## src/rtl/fetch_unit_if.sv

```systemverilog
// Fetch bus between the fetch unit, the instruction ROM and decode.
//   pc_out         : address presented to the ROM this cycle
//   code_in        : registered ROM word for last cycle's pc_out
//   stall          : decode cannot accept instr_out this cycle
//   redirect_valid : branch/jump/exception redirect request
//   redirect_pc    : redirect target address
//   instr_out      : instruction to decode
//   instr_pc       : address of instr_out
//   instr_valid    : instr_out/instr_pc meaningful
//   exc_adel       : instr_pc misaligned or outside the text segment
// master = fetch unit side, slave = ROM/decode/control side.
interface fetch_unit_if;
    logic [31:0] pc_out;
    logic [31:0] code_in;
    logic        stall;
    logic        redirect_valid;
    logic [31:0] redirect_pc;
    logic [31:0] instr_out;
    logic [31:0] instr_pc;
    logic        instr_valid;
    logic        exc_adel;

    modport master (
        output pc_out, instr_out, instr_pc, instr_valid, exc_adel,
        input  code_in, stall, redirect_valid, redirect_pc
    );

    modport slave (
        input  pc_out, instr_out, instr_pc, instr_valid, exc_adel,
        output code_in, stall, redirect_valid, redirect_pc
    );
endinterface

```

## src/rtl/fetch_unit.sv

```systemverilog
// Instruction fetch stage in front of a registered instruction ROM.
// Keeps one fetch in flight, holds the returned word while decode stalls,
// and lets redirects override stalls, squashing the in-flight word.
// Ports:
//   clk     : single clock
//   reset_n : synchronous active-low reset
//   bus     : fetch_unit_if.master (ROM address/data, decode handshake,
//             redirect request, instruction and fault outputs)
module fetch_unit #(
    parameter logic [31:0] TEXT_START = 32'h0000_3000,
    parameter logic [31:0] IM_SIZE    = 32'h0000_4000
) (
    input  logic         clk,
    input  logic         reset_n,
    fetch_unit_if.master bus
);

    logic [31:0] fetch_pc;
    logic [31:0] resp_pc;
    logic        resp_valid;
    logic [31:0] hold_instr;
    logic        hold_valid;
    logic        exc_adel;

    // 33-bit end bound so a segment ending at 2^32 does not wrap to zero.
    logic [32:0] text_end;
    assign text_end = {1'b0, TEXT_START} + {1'b0, IM_SIZE};

    assign exc_adel = resp_valid &&
                      ((resp_pc[1:0] != 2'b00) ||
                       (resp_pc < TEXT_START) ||
                       ({1'b0, resp_pc} >= text_end));

    always_comb begin
        bus.pc_out      = bus.redirect_valid ? bus.redirect_pc : fetch_pc;
        bus.instr_valid = resp_valid && !bus.redirect_valid;
        bus.instr_pc    = resp_pc;
        bus.exc_adel    = exc_adel;
        bus.instr_out   = hold_valid ? hold_instr : bus.code_in;
        if (exc_adel) begin
            bus.instr_out = 32'h0;
        end
    end

    always_ff @(posedge clk) begin
        if (!reset_n) begin
            fetch_pc   <= TEXT_START;
            resp_pc    <= TEXT_START;
            resp_valid <= 1'b0;
            hold_valid <= 1'b0;
            hold_instr <= 32'h0;
        end else if (bus.redirect_valid) begin
            // The address on the ROM this cycle is redirect_pc itself.
            fetch_pc   <= bus.redirect_pc + 32'd4;
            resp_pc    <= bus.redirect_pc;
            resp_valid <= 1'b1;
            hold_valid <= 1'b0;
        end else if (!bus.stall) begin
            fetch_pc   <= fetch_pc + 32'd4;
            resp_pc    <= fetch_pc;
            resp_valid <= 1'b1;
            hold_valid <= 1'b0;
        end else if (resp_valid && !hold_valid) begin
            // ROM output moves on next cycle (pc_out is re-presented), so
            // capture the word decode has not taken yet.
            hold_instr <= bus.code_in;
            hold_valid <= 1'b1;
        end
    end

endmodule

```

## src/flat_wrapper.sv

```systemverilog
// flat-port wrapper written by rule: the top's interface ports become plain ports
module fetch_unit_flat 
#(
    parameter logic [31:0] TEXT_START = 32'h0000_3000,
    parameter logic [31:0] IM_SIZE    = 32'h0000_4000
)
  (clk, reset_n, bus_pc_out, bus_instr_out, bus_instr_pc, bus_instr_valid, bus_exc_adel, bus_code_in, bus_stall, bus_redirect_valid, bus_redirect_pc);
  fetch_unit_if bus_i ();
  input  logic clk;
  input  logic reset_n;
  output wire logic [$bits(bus_i.pc_out)-1:0] bus_pc_out;
  output wire logic [$bits(bus_i.instr_out)-1:0] bus_instr_out;
  output wire logic [$bits(bus_i.instr_pc)-1:0] bus_instr_pc;
  output wire logic [$bits(bus_i.instr_valid)-1:0] bus_instr_valid;
  output wire logic [$bits(bus_i.exc_adel)-1:0] bus_exc_adel;
  input wire logic [$bits(bus_i.code_in)-1:0] bus_code_in;
  input wire logic [$bits(bus_i.stall)-1:0] bus_stall;
  input wire logic [$bits(bus_i.redirect_valid)-1:0] bus_redirect_valid;
  input wire logic [$bits(bus_i.redirect_pc)-1:0] bus_redirect_pc;
  assign bus_pc_out = bus_i.pc_out;
  assign bus_instr_out = bus_i.instr_out;
  assign bus_instr_pc = bus_i.instr_pc;
  assign bus_instr_valid = bus_i.instr_valid;
  assign bus_exc_adel = bus_i.exc_adel;
  assign bus_i.code_in = bus_code_in;
  assign bus_i.stall = bus_stall;
  assign bus_i.redirect_valid = bus_redirect_valid;
  assign bus_i.redirect_pc = bus_redirect_pc;
  fetch_unit #(.TEXT_START(TEXT_START), .IM_SIZE(IM_SIZE)) u_core (.clk(clk), .reset_n(reset_n), .bus(bus_i));
endmodule
```

## config.mk

```make
export PLATFORM = sky130hd
export DESIGN_NAME = fetch_unit_flat
export DESIGN_NICKNAME = d
export VERILOG_FILES = /design/src/rtl/fetch_unit_if.sv /design/src/rtl/fetch_unit.sv /design/src/flat_wrapper.sv
export SDC_FILE = /design/constraint.sdc
export NUM_CORES = 1
export LEC_CHECK = 0
export CORE_MARGIN = 5
export CORE_UTILIZATION = 43
export CTS_CLUSTER_DIAMETER = 50
export DETAILED_ROUTE_END_ITERATION = 12
export HOLD_SLACK_MARGIN = 0.05
export PLACE_DENSITY = 0.76
export SYNTH_ARGS = -nofsm -noshare
export SYNTH_HDL_FRONTEND = slang
export SYNTH_SLANG_ARGS = --single-unit
```

## constraint.sdc

```tcl
create_clock -name clk -period 2.65 [get_ports clk]
set_input_delay 0.265 -clock clk [delete_from_list [all_inputs] [get_ports clk]]
set_output_delay 0.265 -clock clk [all_outputs]
set_load 0.1 [all_outputs]
```

==> results.md <==
* Maximum frequency from static timing analysis at 0.398 GHz
* TritonCTS clock tree: yes
* Area growth from synthesis to layout at 56.6%
* Routed via count divided by cell count at 5.66
* Part of the total power dissipated in sequential elements at 32.7%
* Cell count after placement at 947
* Total die area at 0.0146 mm^2
* Total length of routed wires at 17600 um
* Largest family of logic cells by synthesized area: simple AND/OR/NAND/NOR gates
* Largest net degree at the start of global routing at 48
* Post-CTS clock slew at the launch and capture registers of the worst setup and hold paths at 80 ps
* Mean Syn Cell Area at 8.03 um^2
* Depth of the most critical reg-to-reg path at 8
* Leading post-synthesis cells by cell area: dfxtp_1 37%, mux2i_1 12%, nand2_1 7.1%
* Wire length of the first global-routing pass at 28200 um
* Post-synth cell types at 55
* # diodes at 0
* Logic pwr share at 39.7%
* Number of global-route vias before repair at 5417
* Count of mapped cells out of synthesis at 658
* Share of flip-flops with an asynchronous set or reset after synthesis at 0%
* Number of optimization iterations in the first detailed-route pass at 5
* Initial core utilization at 44.0%
* Core box area at 0.0120 mm^2
* Proportion of power drawn by the clock network at 27.6%
* Routed Antenna Nets at 0
* Post-CTS Setup Inserts at 0
* Number of gates given a new drive strength after cts at 0
* Multiplexer area fraction after synthesis at 12.6%
* Number of H-tree branching levels at 3
* Worst Hold Depth at 2
* Endpoint, Worst Hold: u_core.hold_instr[23]$_SDFFE_PN0P_
* Number of maximum-capacitance constraint violations at 0
* Met2 usage at 41.6%
* Commonest cells post-synth: 100 x nand2_1, 98 x dfxtp_1, 79 x nor2_1, 64 x mux2i_1, 45 x nand3_1
* Classification of the worst-slack hold path: flop to flop
* Fraction of final layout cells sized beyond drive strength 1 at 26.1%
* Via Count at 5453
* Fin cells at 963
* Arrival time at the worst endpoint at 2250 ps
* Slew Limit Headroom at 56.5%
* R2R Path Start: u_core.fetch_pc[2]$_SDFFE_PN0N_
* Synthesized cell area at 0.00528 mm^2
* Clock root buffer: clkbuf_16
* Horizontal extent of the die at 121 um
* PortBufs at 165
* Maximum buffer depth of the clock tree at 2
* Vert. Die Dim at 121 um
* Reg-to-reg critical path endpoint: u_core.fetch_pc[22]$_SDFFE_PN0N_
* Most Crowded Layer GR: met2
* Status: finished, final reports clean
* Final period util at 94.9%
* GR met1 Demand/Resource at 29.9%
* Rows at 40
* Warnings, synthesis at 0
* Required time reported for the critical path endpoint at 2380 ps
* Number of hold buffers added after cts at 0
* Number of failing hold endpoints at the final stage at 0
* Hold path start: u_core.hold_instr[23]$_SDFFE_PN0P_
* Total power density per cell area at 618 mW/mm^2
* Total net switching power at 0.00209 W
* Compound-cell area share of the yosys netlist at 15.3%
* Net Count, Synth at 727
* Count of routing violations after the opening detailed-route iteration at 446
* Number of enable-type register cells in the synthesized netlist at 0
* Critical path type: flop to output port
* Startpoint kind of the worst setup timing path: flop
* Setup clock skew after layout at 9.14 ps
* Global-route usage over all layers at 23.9%
* XOR/XNOR share of the synthesized area at 2.16%
* Global route overflow at 0
* M3 GR Usage at 4.77%
* Setup repair after global routing missed its margin: no
* Final weighted congestion of routability-driven global placement at 0.875
* Worst-path maximum fanout at 21
* Slew Limit Fails at 0
* Slew at the pin with the worst max-slew slack at 634 ps
* Worst-case register-to-register setup slack at 620 ps
* Proportion of total power due to net switching at 40.8%
* Simple-gate share of the synthesized area at 26.1%
* TritonCTS buffer count at 9
* Area share of the leading cell type in the synthesized netlist at 37.1%
* Main flop type after synthesis: dfxtp_1
* Final setup violation count at 0
* Peak ir drop on the vdd network at 0.355 mV
* Area share of fa/ha/maj cells after synthesis at 0.237%
* Setup tns final at 0 ps
* DR WL/cell at 18.2 um
* Detail Placement HPWL at 13500 um
* Number of antenna violations at the first check in global routing at 0
* Clock latency at the later pin of the worst-skew pair at 350 ps
* Number of primary I/O pins at 166
* Biggest area consumer among synthesized cells: dfxtp_1
* P_leak at 3.40 nW
* Cell with the most instances after synthesis: nand2_1
* Remaining design rule violation count at 0
* Register bit count reported by yosys at 98
* Total number of nets in the final design at 880
* Sequential-to-total area share from yosys stat at 37.1%
* Element type at the critical path end: output port
* Pint at 0.00302 W
* Minimum clock period at 2510 ps
* Clock sink count at 98
[logic make-up (layout without fill, tap and decap cells)]
family	count (synthesis)	in the layout
XOR/XNOR	13	13
adder cells (fa/ha/maj)	1	1
buffers and inverters	79	237
AO/OA/AOI/OAI	118	118
AND/OR/NAND/NOR	283	283
flip-flops	98	98
multiplexers	66	66
[cell type report]
class	count	area, um^2
repair buffers	190	2400
fillers	946	3740
clock inverters	5	67.6
clock buffers	11	253
well taps	147	184
flip-flops and latches	98	1980
inverters	31	120
multi-input cells	481	3260
[state kept, by name, indices dropped and copies added, names as in the netlist]
name	count
u_core.bus.instr_pc	32
u_core.resp_valid	1
u_core.hold_valid	1
u_core.fetch_pc	32
u_core.hold_instr	32
[placed cells by master (no fill, tap or decap), types with 13 or more instances in the layout]
master,n
dfxtp_2,17
mux2i_1,63
nor2_1,50
nand2_1,99
clkdlybuf4s50_1,66
nand3_1,43
dfxtp_1,81
buf_12,65
o21ai_0,13
buf_4,58
a211oi_1,30
inv_1,29
a21oi_1,43
nor2_4,29
[critical path, stage by stage, from the launching register on]
cell	delay, ps
dfxtp_2	340
nor4_1	310
nand2_1	130
o31a_4	510
buf_12	250
nor2_4	160
buf_12	180
[power groups by stage]
stage	Sequential [W]	Combinational (W)	Clock, W
finish	0.00167	0.00203	0.00141
global route	0.00168	0.00211	0.00149
CTS	0.00167	0.00203	0.00142
detailed placement	0.00170	0.00203	0
global placement	0.00169	0.00201	0
floorplan	0.00195	0.00107	0
[stage by stage]
| stage | setup WS [ps] | util [%] | total power (W) | hold WS [ps] | instance area [um^2] |
|---|---|---|---|---|---|
| detailed placement | 243 | 66.1 | 0.00373 | 446 | 7950 |
| floorplan | -253 | - | 0.00302 | 401 | 5600 |
| global placement | 319 | 66.1 | 0.00370 | 441 | 7950 |
| finish | 136 | 68.9 | 0.00511 | 457 | 8270 |
| global route | 48.7 | 68.9 | 0.00528 | 487 | 8270 |
| CTS | 33.4 | 68.8 | 0.00512 | 456 | 8270 |
[worst max-delay path by stage]
stage                                               from                                to  slack (ps)  cells after the start
detailed placement                    bus_redirect_valid  u_core.fetch_pc[31]$_SDFFE_PN0N_         240                      7
floorplan           u_core.bus.instr_pc[22]$_SDFFE_PN0N_                  bus_instr_out[0]        -250                      4
global route        u_core.bus.instr_pc[16]$_SDFFE_PN0N_                 bus_instr_out[21]          50                      6
finish              u_core.bus.instr_pc[19]$_SDFFE_PN0N_                  bus_instr_out[8]         140                      6
CTS                 u_core.bus.instr_pc[19]$_SDFFE_PN0N_                 bus_instr_out[21]          30                      6
global placement                      bus_redirect_valid  u_core.fetch_pc[31]$_SDFFE_PN0N_         320                      7
[routing by layer]
| layer | share of wire, % | routed length (um) | vias up |
|---|---|---|---|
| met2 | 49 | 8690 | 216 |
| met5 | 0 | 0 | - |
| met1 | 42 | 7460 | 2599 |
| met3 | 6.3 | 1110 | 20 |
| li1 | - | - | 2618 |
| met4 | 1.7 | 300 | 0 |
Note: power is estimated with default switching activity, not from simulation.
